===== config.mk =====
export PLATFORM = sky130hd
export DESIGN_NAME = output_layer_seq
export DESIGN_NICKNAME = d
export VERILOG_FILES = /design/src/rtl/output_layer_seq_pkg.sv /design/src/rtl/output_layer_seq_mac.sv /design/src/rtl/output_layer_seq.sv
export SDC_FILE = /design/constraint.sdc
export NUM_CORES = 1
export LEC_CHECK = 0
export ABC_CLOCK_PERIOD_IN_PS = 11100
export BUFFER_PORTS_ARGS = -buffer_cell sky130_fd_sc_hd__buf_2
export CAP_MARGIN = 0
export CORE_ASPECT_RATIO = 0.75
export CORE_UTILIZATION = 51
export CTS_CLUSTER_DIAMETER = 80
export DETAILED_ROUTE_END_ITERATION = 16
export GPL_ROUTABILITY_DRIVEN = 0
export PLACE_DENSITY = 0.73
export SKIP_LAST_GASP = 1
export SYNTH_ARGS = -nofsm -noshare
export SYNTH_HDL_FRONTEND = slang
export SYNTH_SLANG_ARGS = --single-unit

===== constraint.sdc =====
create_clock -name clk -period 11.1 [get_ports clk]
set_clock_uncertainty 0.1 [all_clocks]
set_input_delay 0.555 -clock clk [delete_from_list [all_inputs] [get_ports clk]]
set_output_delay 0.555 -clock clk [all_outputs]
set_load 0.01 [all_outputs]

===== src/rtl/output_layer_seq_pkg.sv =====
// Shared types for the output-layer sequencer and its MAC: FSM states,
// the signed 8-bit activation/weight type and the 8-bit saturation helper.
package output_layer_seq_pkg;

    typedef enum logic [1:0] {IDLE, RUN, EMIT, DONE} state_t;

    typedef logic signed [7:0] data_t;

    // Clamp a wide signed value into [-128, 127].
    function automatic data_t sat8(input logic signed [63:0] x);
        data_t r;
        if (x > 64'sd127)
            r = data_t'(8'sd127);
        else if (x < -64'sd128)
            r = data_t'(-8'sd128);
        else
            r = data_t'(x[7:0]);
        return r;
    endfunction

endpackage


===== src/rtl/output_layer_seq_mac.sv =====
// Signed 8x8 multiply feeding a wide accumulator with synchronous clear/enable.
// Reused by the hidden-layer stage.
module snn_mac_acc
    import output_layer_seq_pkg::*;
#(
    parameter int ACC_W = 24
) (
    input  logic                    clk,
    input  logic                    rst_n,
    input  logic                    clr,
    input  logic                    en,
    input  data_t                   a,
    input  data_t                   b,
    output logic signed [ACC_W-1:0] acc
);

    logic signed [15:0] prod;

    assign prod = 16'(a) * 16'(b);

    always_ff @(posedge clk or negedge rst_n) begin
        if (!rst_n)
            acc <= '0;
        else if (clr)
            acc <= '0;
        else if (en)
            acc <= acc + ACC_W'(prod);
    end

endmodule


===== src/rtl/output_layer_seq.sv =====
// Output-layer sequencer: streams hidden activations and weights through a MAC
// once per output neuron, emits saturated results and reports the argmax class.
module output_layer_seq
    import output_layer_seq_pkg::*;
#(
    parameter int N_HID     = 32,
    parameter int N_OUT     = 10,
    parameter int FRAC_BITS = 4,
    parameter int ACC_W     = 24,
    parameter int W_ADDR_W  = 9,
    parameter int HID_AW    = $clog2(N_HID)
) (
    input  logic                clk,
    input  logic                rst_n,
    input  logic                start,
    output logic [HID_AW-1:0]   hid_addr,
    input  data_t               hid_q,
    output logic [W_ADDR_W-1:0] w_addr,
    input  data_t               w_q,
    output logic                busy,
    output logic                out_valid,
    output logic [3:0]          out_idx,
    output data_t               out_data,
    output logic                done,
    output logic [3:0]          class_idx
);

    localparam int CNT_W = $clog2(N_HID + 1);

    state_t                   state, state_nxt;
    logic [CNT_W-1:0]         cnt;
    data_t                    max_val;
    logic [3:0]               arg;
    logic                     mac_clr, mac_en;
    logic signed [ACC_W-1:0]  acc;
    data_t                    emit_val;
    logic                     last_cnt, last_out;

    assign last_cnt = (cnt == CNT_W'(N_HID));
    assign last_out = (out_idx == 4'(N_OUT - 1));

    // Data returns one cycle after its address, so the product for address
    // cnt-1 is accumulated while cnt is presented; cnt == N_HID drains the last.
    assign mac_clr = (state == IDLE && start) || (state == EMIT);
    assign mac_en  = (state == RUN) && (cnt != '0);

    snn_mac_acc #(.ACC_W(ACC_W)) u_mac (
        .clk   (clk),
        .rst_n (rst_n),
        .clr   (mac_clr),
        .en    (mac_en),
        .a     (hid_q),
        .b     (w_q),
        .acc   (acc)
    );

    assign emit_val = sat8(64'(acc >>> FRAC_BITS));

    always_comb begin
        hid_addr = '0;
        w_addr   = '0;
        if (state == RUN) begin
            hid_addr = last_cnt ? HID_AW'(N_HID - 1) : cnt[HID_AW-1:0];
            w_addr   = W_ADDR_W'(out_idx) * W_ADDR_W'(N_HID) + W_ADDR_W'(hid_addr);
        end
    end

    assign busy      = (state == RUN) || (state == EMIT);
    assign out_valid = (state == EMIT);
    assign out_data  = (state == EMIT) ? emit_val : data_t'(0);
    assign done      = (state == DONE);

    always_comb begin
        state_nxt = state;
        case (state)
            IDLE: if (start)    state_nxt = RUN;
            RUN:  if (last_cnt) state_nxt = EMIT;
            EMIT: state_nxt = last_out ? DONE : RUN;
            DONE: state_nxt = IDLE;
            default: state_nxt = IDLE;
        endcase
    end

    always_ff @(posedge clk or negedge rst_n) begin
        if (!rst_n)
            state <= IDLE;
        else
            state <= state_nxt;
    end

    always_ff @(posedge clk or negedge rst_n) begin
        if (!rst_n) begin
            cnt       <= '0;
            out_idx   <= '0;
            max_val   <= '0;
            arg       <= '0;
            class_idx <= '0;
        end else begin
            case (state)
                IDLE: if (start) begin
                    cnt     <= '0;
                    out_idx <= '0;
                    max_val <= data_t'(-8'sd128);
                    arg     <= '0;
                end
                RUN: cnt <= cnt + 1'b1;
                EMIT: begin
                    // Strict compare keeps the lower index on ties.
                    if (emit_val > max_val) begin
                        max_val <= emit_val;
                        arg     <= out_idx;
                    end
                    if (!last_out) begin
                        out_idx <= out_idx + 1'b1;
                        cnt     <= '0;
                    end
                end
                DONE: class_idx <= arg;
                default: ;
            endcase
        end
    end

endmodule


==> flow_summary.toml, run 1 <==
[cts]
clkLatencyLatePin_ns = 0.29
cts_root_buffer = "clkbuf_16"
h-tree-depth = 2
numCtsBuffers = 5
cts_tree = "yes"
postCtsHoldBufs = 0
cts-resized-gates = 0
cts.sinks = 52
clockBufferDepth = 2
postCtsSetupRepairBufs = 0
cts.clk_slew.worst_paths_ns = 0.07

[global_routing]
grt_pass1_vias = 4987
grt_pass1_wl_um = 23890
antenna_found_initial = 0
grt_max_degree = 53
grt_overflow_total = 0
grt_usage_pct = 21.50

[synth]
synthCells = 719
synth_edf_count = 0
synth_top_area_share_pct = 29.97
synth_cell_types = 54
synth_top_family_by_area = "adder cells"
yosysWarnings = 0
synth-simple-area-share_pct = 13.74
ys.flop_type = "dfrtp_1"
syn-cell-area_um2 = 6948
synth_compound_area_share_pct = 11.02
ys_ff_latch = 52
synth_top_cell_by_area = "fa_1"
synth.mux.area_fraction_pct = 3.079
synth_area_per_cell_um2 = 9.663
synth_nets = 913
async_flop_share_pct = 100.0
ys_seq_area_share_pct = 18.73
synth_xor_area_share_pct = 2.773
synth_fa_ha_area_share_pct = 42.75
synth_area_leaders = "fa_1 (30%), dfrtp_1 (19%), ha_1 (13%), inv_1 (6.5%), nand2_1 (3.7%)"

[timing]
max_slew_margin_pct = 29.41
min_period_ns = 5.989
slew_violations = 0
finalCritPeriodShare_pct = 53.96
setup_viol = 0
max_freq_ghz = 0.1670
grt_setup_unrepaired = "false"
tns_ns = 0
hold_violations = 0
tightestPinTransition_ns = 1.059

[final_layout]
stdcell_area_um2 = 7527
final_nets = 956
multi_input_area_um2 = 5097
layout-drive-gt1-share_pct = 10.88
n_fill_cell = 1126
diodes = 0
syn_to_final_growth_pct = 8.338
seq_area_um2 = 1301

[floorplanning]
io_pins = 52
die_y_um = 103.1
start_util_pct = 52.83
core_area_um2 = 13150
dieArea_um2 = 14100
chipWidth_um = 136.8
std_cell_rows = 36

[worst_setup_path]
rr_endpoint = "u_mac.acc[22]"
r2r_start = "u_mac.acc[6]"
worstPathRequired_ns = 11.18
slowest_delay_ns = 0.77
start_kind = "input port"
path_common_cell = "fa_1"
r2r_cells = 16
critPathKind = "in2reg"
worstPathCellList = "buf_2 > and2_1 > inv_1 > fa_1 > inv_1 > fa_1 > fa_1 > fa_1 > fa_1 > ha_1 > o211ai_1 > a21oi_1 > o21ai_0 > a31oi_1 > xor2_1 > a22o_1"
cp_data_arrival_time_ns = 6.07
slowest_stage = "and2_1"
ff2ff_setup_slack_ns = 6.05
end_kind = "flip-flop"
cp_max_fo = 17

[drt]
num_vias = 5012
initialDrtViolationCount = 312
final_antenna_net_count = 0
vias_per_cell = 5.366
remaining_drc_errors = 0
wirelength_um = 13670
detail_route.first_pass.iterations = 5
drt-wirelength-per-cell_um = 14.64

[place]
io_buffers = 51
place_hpwl_um = 11480
place_area_um2 = 7345

[run]
maxCapViolCount = 0

[min_path]
hp-class = "in2async"

[status]
status = "finished clean"
-- layer usage --
layer | track usage, % | wire, um
met2 | 34.91 | 6546
met1 | 32.01 | 6508
met4 | 2.198 | 66
met3 | 2.704 | 552
met5 | 0 | 0
-- synth_stat cells (4+ instances only) --
library cell,n
a211oi_1,5
a21o_1,7
a21oi_1,30
a22o_1,9
a31oi_1,7
and2_1,40
buf_4,5
clkbuf_1,11
dfrtp_1,52
fa_1,104
ha_1,71
inv_1,120
mux2_2,7
mux2_4,5
mux2i_1,6
nand2_1,68
nand2b_1,7
nand3_1,10
nand4_1,5
nor2_1,50
nor2b_1,5
nor4_1,4
o21a_1,9
o21ai_0,20
xnor2_1,18
xor2_1,4
-- flip-flops by register name, summed over array words and instances (netlist names) --
register	count
u_mac.acc	24
max_val	8
cnt	6
arg	4
class_idx	4
out_idx	4
state	2
-- cell type report --
cell class                 instances  area share, %
multi-input combinational        528          67.72
sequential                        52          17.29
inverter                         121          6.034
timing repair buffer              54          3.690
tap                              171          2.842
clock buffer                       7          2.028
clock inverter                     1         0.3989
-- critical path: cells and delay by family --
family	cells	cell delay [ns]
AOI/OAI and AO/OA	5	1.33
xor gates and xnor gates	1	0.19
adders and majority gates	6	2.86
buffers and inverters	3	0.36
and+or+nand+nor	1	0.77
-- cell usage in the layout, fill, tap and decap left out, types with 3 or more instances in the layout --
master / synthesis / routed
mux2_4: 5 / 5
a31oi_1: 7 / 7
ha_1: 71 / 71
clkbuf_16: 0 / 5
mux2i_1: 6 / 6
nand3_1: 10 / 10
a22o_1: 9 / 9
nand2b_1: 7 / 7
nor4_1: 4 / 4
o21ai_0: 20 / 20
buf_4: 5 / 3
nor3_1: 3 / 3
nor2_1: 50 / 50
o21a_1: 9 / 9
xor2_1: 4 / 4
and2_1: 40 / 40
a21oi_1: 30 / 30
inv_1: 120 / 120
a211oi_1: 5 / 5
xnor2_1: 18 / 18
fa_1: 104 / 104
mux2_2: 7 / 7
nand4_1: 5 / 5
nor2b_1: 5 / 5
dfrtp_1: 52 / 52
o211ai_1: 3 / 3
buf_2: 1 / 51
a21o_1: 7 / 7
a211o_1: 3 / 3
nand2_1: 68 / 68
-- cells by family (layout without fill, tap and decap cells) --
group	after synthesis	in the layout
compound gates	112	112
mux	18	18
fa+ha+maj	175	175
xor+xnor	22	22
flops	52	52
buf+inv	139	183
simple gates	201	201
-- worst max-delay path by stage --
stage,start,end,slack [ns],cells past startpoint
2_1_floorplan,w_q[1],u_mac.acc[21],5.50,17
3_5_place_dp,w_q[0],u_mac.acc[21],4.95,17
4_1_cts,w_q[0],u_mac.acc[21],5.23,17
5_1_grt,w_q[0],u_mac.acc[21],4.81,17
3_3_place_gp,w_q[0],u_mac.acc[21],5.12,17
6_report,w_q[0],u_mac.acc[22],5.11,16
-- metrics by stage --
step | worst slack, ns | instances | util (%) | hold slack [ns]
3_5_place_dp | 4.951 | 926 | 55.84 | 0.3926
4_1_cts | 5.230 | 934 | 57.23 | 0.2978
5_1_grt | 4.811 | 934 | 57.23 | 0.3248
2_1_floorplan | 5.503 | 719 | - | 0.1594
6_report | 5.111 | 934 | 57.23 | 0.2671
3_3_place_gp | 5.120 | 926 | 55.84 | 0.3854
Power of run 1 is left out: the tool's default activity adds up to more than one toggle a clock period on the data nets, which glitch-free logic cannot reach.
==> run 2, diff against run 1 <==
ABC_CLOCK_PERIOD_IN_PS = 4900   (was 11100)
PLACE_DENSITY = 0.76   (was 0.73)
clock period = 4.9 ns   (was 11.1 ns; I/O delays follow)
==> run 2 against run 1 <==
Sequential share of layout area decreased by 1.5 points. Worst setup slack worse by 5.0 ns. Largest cell class unchanged. Wire length increased by 12%. Die area unchanged.
==> flow_summary.toml, run 2 (synthesis gave the netlist of run 1 again) <==
[floorplanning]
start_util_pct = 52.83
std_cell_rows = 36
die_y_um = 103.1
chipWidth_um = 136.8
io_pins = 52
core_area_um2 = 13150
dieArea_um2 = 14100

[status]
status = "finished clean"

[worst_setup_path]
cp_data_arrival_time_ns = 4.87
startpoint = "u_mac.acc[6]"
start_kind = "flip-flop"
worstPathRequired_ns = 4.98
end_kind = "flip-flop"
cp_max_fo = 4
ff2ff_setup_slack_ns = 0.11
rr_endpoint = "u_mac.acc[17]"
r2r_start = "u_mac.acc[6]"
r2r_cells = 17
critPathKind = "reg2reg"
critPathCapture = "u_mac.acc[17]"

[drt]
final_antenna_net_count = 0
detail_route.first_pass.iterations = 4
wirelength_um = 15290
remaining_drc_errors = 0
drt-wirelength-per-cell_um = 15.10
initialDrtViolationCount = 311
num_vias = 5410
vias_per_cell = 5.346

[timing]
tightestPinTransition_ns = 0.8155
slew_violations = 0
min_period_ns = 4.792
finalCritPeriodShare_pct = 97.79
max_slew_margin_pct = 45.21
grt_setup_unrepaired = "true"
max_freq_ghz = 0.2087
setup_slack_ns = 0.1081
tns_ns = 0
hold_violations = 0
setup_viol = 0

[global_routing]
antenna_found_initial = 0
grt_overflow_total = 0
grt_pass1_wl_um = 25760
grt_pass1_vias = 5592
grt_max_degree = 53
grt_usage_pct = 23.12

[final_layout]
n_fill_cell = 1072
final_cell_mix = "inv_1 (118), fa_1 (102), buf_4 (79)"
fin_util_pct = 62.60
syn_to_final_growth_pct = 18.49
seq_area_um2 = 1301
diodes = 0
layout-drive-gt1-share_pct = 21.40
largest_reg_flops = 24
largestRegisters = "u_mac.acc (24), max_val (8), cnt (6)"
final_nets = 1034
final_common_cell = "inv_1"
multi_input_area_um2 = 5230
regMostFlops = "u_mac.acc"

[cts]
numCtsBuffers = 5
h-tree-depth = 2
clkLatencyLatePin_ns = 0.29
cts.sinks = 52
cts.clk_slew.worst_paths_ns = 0.07
clockBufferDepth = 2
cts_root_buffer = "clkbuf_16"
cts_tree = "yes"

[place]
place_ws_ns = -0.3823
io_buffers = 51
place_hpwl_um = 12680

[min_path]
hp-class = "in2reg"
hp-start = "start"

[run]
maxCapViolCount = 0
run 2: cell type report:
type,instances,share of cell area [%]
Clock buffer,6,1.565
Multi-Input combinational cell,528,63.53
Sequential cell,52,15.81
Timing Repair Buffer,132,10.56
Inverter,121,5.517
Clock inverter,2,0.4255
Tap cell,171,2.599
run 2: worst min-delay path by stage:
stage | end | slack (ns) | depth (start not counted)
floorplan | arg[0] | -0.15 | 0
global placement | class_idx[1] | 0.29 | 2
detailed placement | arg[1] | 0.31 | 2
CTS | out_idx[2] | 0.26 | 4
global route | out_idx[2] | 0.28 | 4
finish | out_idx[2] | 0.25 | 4
run 2: metrics by stage:
step	instances	instance area, um2	hold slack [ns]
final	1012	8233	0.2528
after global routing	1012	8233	0.2817
after CTS	1009	8087	0.2552
after detailed placement	1000	7905	0.3079
after global placement	1000	7905	0.2908
after floorplan	719	6953	-0.1506
run 2: worst max-delay path, cell delays in order (launching register included):
cell      delay, ns
dfrtp_1        0.35
inv_1          0.08
fa_1           0.54
inv_1          0.06
fa_1           0.51
inv_1          0.05
fa_1           0.47
inv_1          0.06
fa_2           0.40
fa_1           0.50
ha_4           0.19
a2111o_1       0.39
o21ai_4        0.23
buf_6          0.13
o21ai_2        0.07
a31oi_1        0.21
xnor2_1        0.14
a22o_1         0.21
run 2: routing by layer:
layer / wire, um / vias to the layer above / global-route usage (%) / share of wire, %
li1: - / 2563 / - / -
met1: 6827 / 2743 / 32.15 / 45
met2: 7893 / 94 / 40.14 / 52
met3: 482 / 10 / 2.507 / 3.2
met4: 83 / 0 / 3.297 / 0.54
met5: 0 / - / 0 / 0
run 2: repair_timing:
action	4_1_cts	5_1_grt
resized for setup	2	25
pin swaps	0	15
hold buffers	1	0
hold endpoints to repair	3	0
endpoints found under the setup margin	4	12
setup buffers	0	3
Power of run 2 is left out for the same reason.
==> run 3, diff against run 2 <==
CORE_ASPECT_RATIO = 0.6   (was 0.75)
PLACE_DENSITY = 0.72   (was 0.76)
==> run 3 against run 2 <==
Cell count decreased by 1.7%. Cell area shrank 1.0%. Clock-buffer cell count decreased by 1. Worst setup slack better by 0.053 ns. Core utilization down 0.17 points. Critical path depth unchanged. First-iteration DRC count fell by 25%. Sequential cell count did not move. Global-route usage is 0.32 points higher. Critical path type is now in2reg.
==> flow_summary.toml, run 3 (synthesis gave the netlist of run 1 again) <==
[worst_setup_path]
cp_max_fo = 8
start_kind = "input port"
end_kind = "flip-flop"
cp_data_arrival_time_ns = 4.82
startpoint = "hid_q[7]"
r2r_start = "u_mac.acc[15]"
critPathKind = "in2reg"
worstPathRequired_ns = 4.98

[drt]
num_vias = 5312
vias_per_cell = 5.339
wirelength_um = 15290
detail_route.first_pass.iterations = 6
final_antenna_net_count = 0
remaining_drc_errors = 0
drt-wirelength-per-cell_um = 15.36
initialDrtViolationCount = 234

[timing]
grt_setup_unrepaired = "true"
max_freq_ghz = 0.2110
finalCritPeriodShare_pct = 96.71
tightestPinTransition_ns = 0.8272
slew_violations = 0
setup_viol = 0
max_slew_margin_pct = 44.43
hold_violations = 0
min_period_ns = 4.739
tns_ns = 0
setup_slack_ns = 0.1611
hold_slack_ns = 0.2612

[cts]
cts_root_buffer = "clkbuf_16"
cts.clk_slew.worst_paths_ns = 0.07
h-tree-depth = 2
clockBufferDepth = 2
numCtsBuffers = 5
cts.sinks = 52
clkLatencyLatePin_ns = 0.29
cts_tree = "yes"

[final_layout]
final_cell_mix = "inv_1 (117), fa_1 (102), nand2_1 (66)"
regMostFlops = "u_mac.acc"
largestRegisters = "u_mac.acc (24), max_val (8), cnt (6)"
final_common_cell = "inv_1"
syn_to_final_growth_pct = 17.27
largest_reg_flops = 24
diodes = 0
layout-drive-gt1-share_pct = 20.61
final_nets = 1018
fin_util_pct = 62.42

[global_routing]
grt_max_degree = 53
grt_usage_pct = 23.44
grt_overflow_total = 0
grt_pass1_wl_um = 26480
antenna_found_initial = 0
grt_pass1_vias = 5319

[floorplanning]
die_y_um = 92.41
core_area_um2 = 13050
chipWidth_um = 152.7
std_cell_rows = 32
start_util_pct = 53.23
io_pins = 52
dieArea_um2 = 14110

[place]
place_ws_ns = -0.2355
io_buffers = 51
place_hpwl_um = 13100

[min_path]
hp-start = "start"
hp-class = "in2reg"

[run]
maxCapViolCount = 0

[status]
status = "finished clean"
[run 3: changes by cell type in the layout (fill, tap and decap cells not counted), moves of 2 or more]
cell	previous run	this run
a21oi_1	26	24
ha_1	67	65
a211oi_2	3	1
buf_4	79	64
a21oi_2	4	6
a211oi_1	3	5
[run 3: layer usage]
| metal | vias to the layer above | routed length [um] | track usage [%] |
|---|---|---|---|
| met2 | 89 | 7066 | 37.16 |
| met5 | - | 0 | 0 |
| met3 | 6 | 495 | 1.825 |
| met4 | 0 | 68 | 2.020 |
| li1 | 2536 | - | - |
| met1 | 2681 | 7654 | 36.38 |
[run 3: path summary, 6_finish.rpt]
| check | slack (ns) | cells past startpoint | to |
|---|---|---|---|
| max reg2reg | 0.20 | 14 | u_mac.acc[21] |
| min reg2reg | 0.41 | 1 | class_idx[0] |
| min in group asynchronous | 0.51 | 3 | cnt[1] |
| max | 0.16 | 17 | u_mac.acc[21] |
| max in group asynchronous | 3.72 | 3 | u_mac.acc[14] |
| min | 0.26 | 4 | out_idx[2] |
[run 3: repair_timing]
action	in CTS	in global routing
hold buffers	1	0
setup endpoints to repair	1	12
hold endpoints to repair	51	0
buffers inserted	0	2
pin swaps	0	12
gates resized for setup	1	29
[run 3: cell type report]
| class | count | area [um2] |
|---|---|---|
| clock inverter | 3 | 68.82 |
| inverter | 121 | 454.2 |
| clock buffer | 5 | 125.1 |
| tap | 170 | 212.7 |
| fill | 1051 | 4905 |
| sequential | 52 | 1303 |
| timing repair buffer | 116 | 745.7 |
| multi-input combinational | 528 | 5239 |
[run 3: stage by stage]
stage	instances	area, um2
after floorplan	719	6953
after global placement	984	7791
after detailed placement	984	7791
after CTS	993	7999
after global routing	995	8148
final	995	8148
[run 3: worst max-delay path, stage by stage]
cell and delay (ns):
buf_2 0.15, nand2_4 0.09, inv_1 0.06, fa_1 0.62
inv_2 0.08, fa_2 0.58, inv_2 0.09, fa_1 0.51
fa_1 0.49, ha_1 0.34, ha_4 0.30, nand4_1 0.18
buf_4 0.20, o31ai_4 0.34, a41oi_2 0.17, xnor2_1 0.15
a22o_1 0.19
Power of run 3 is left out for the same reason.
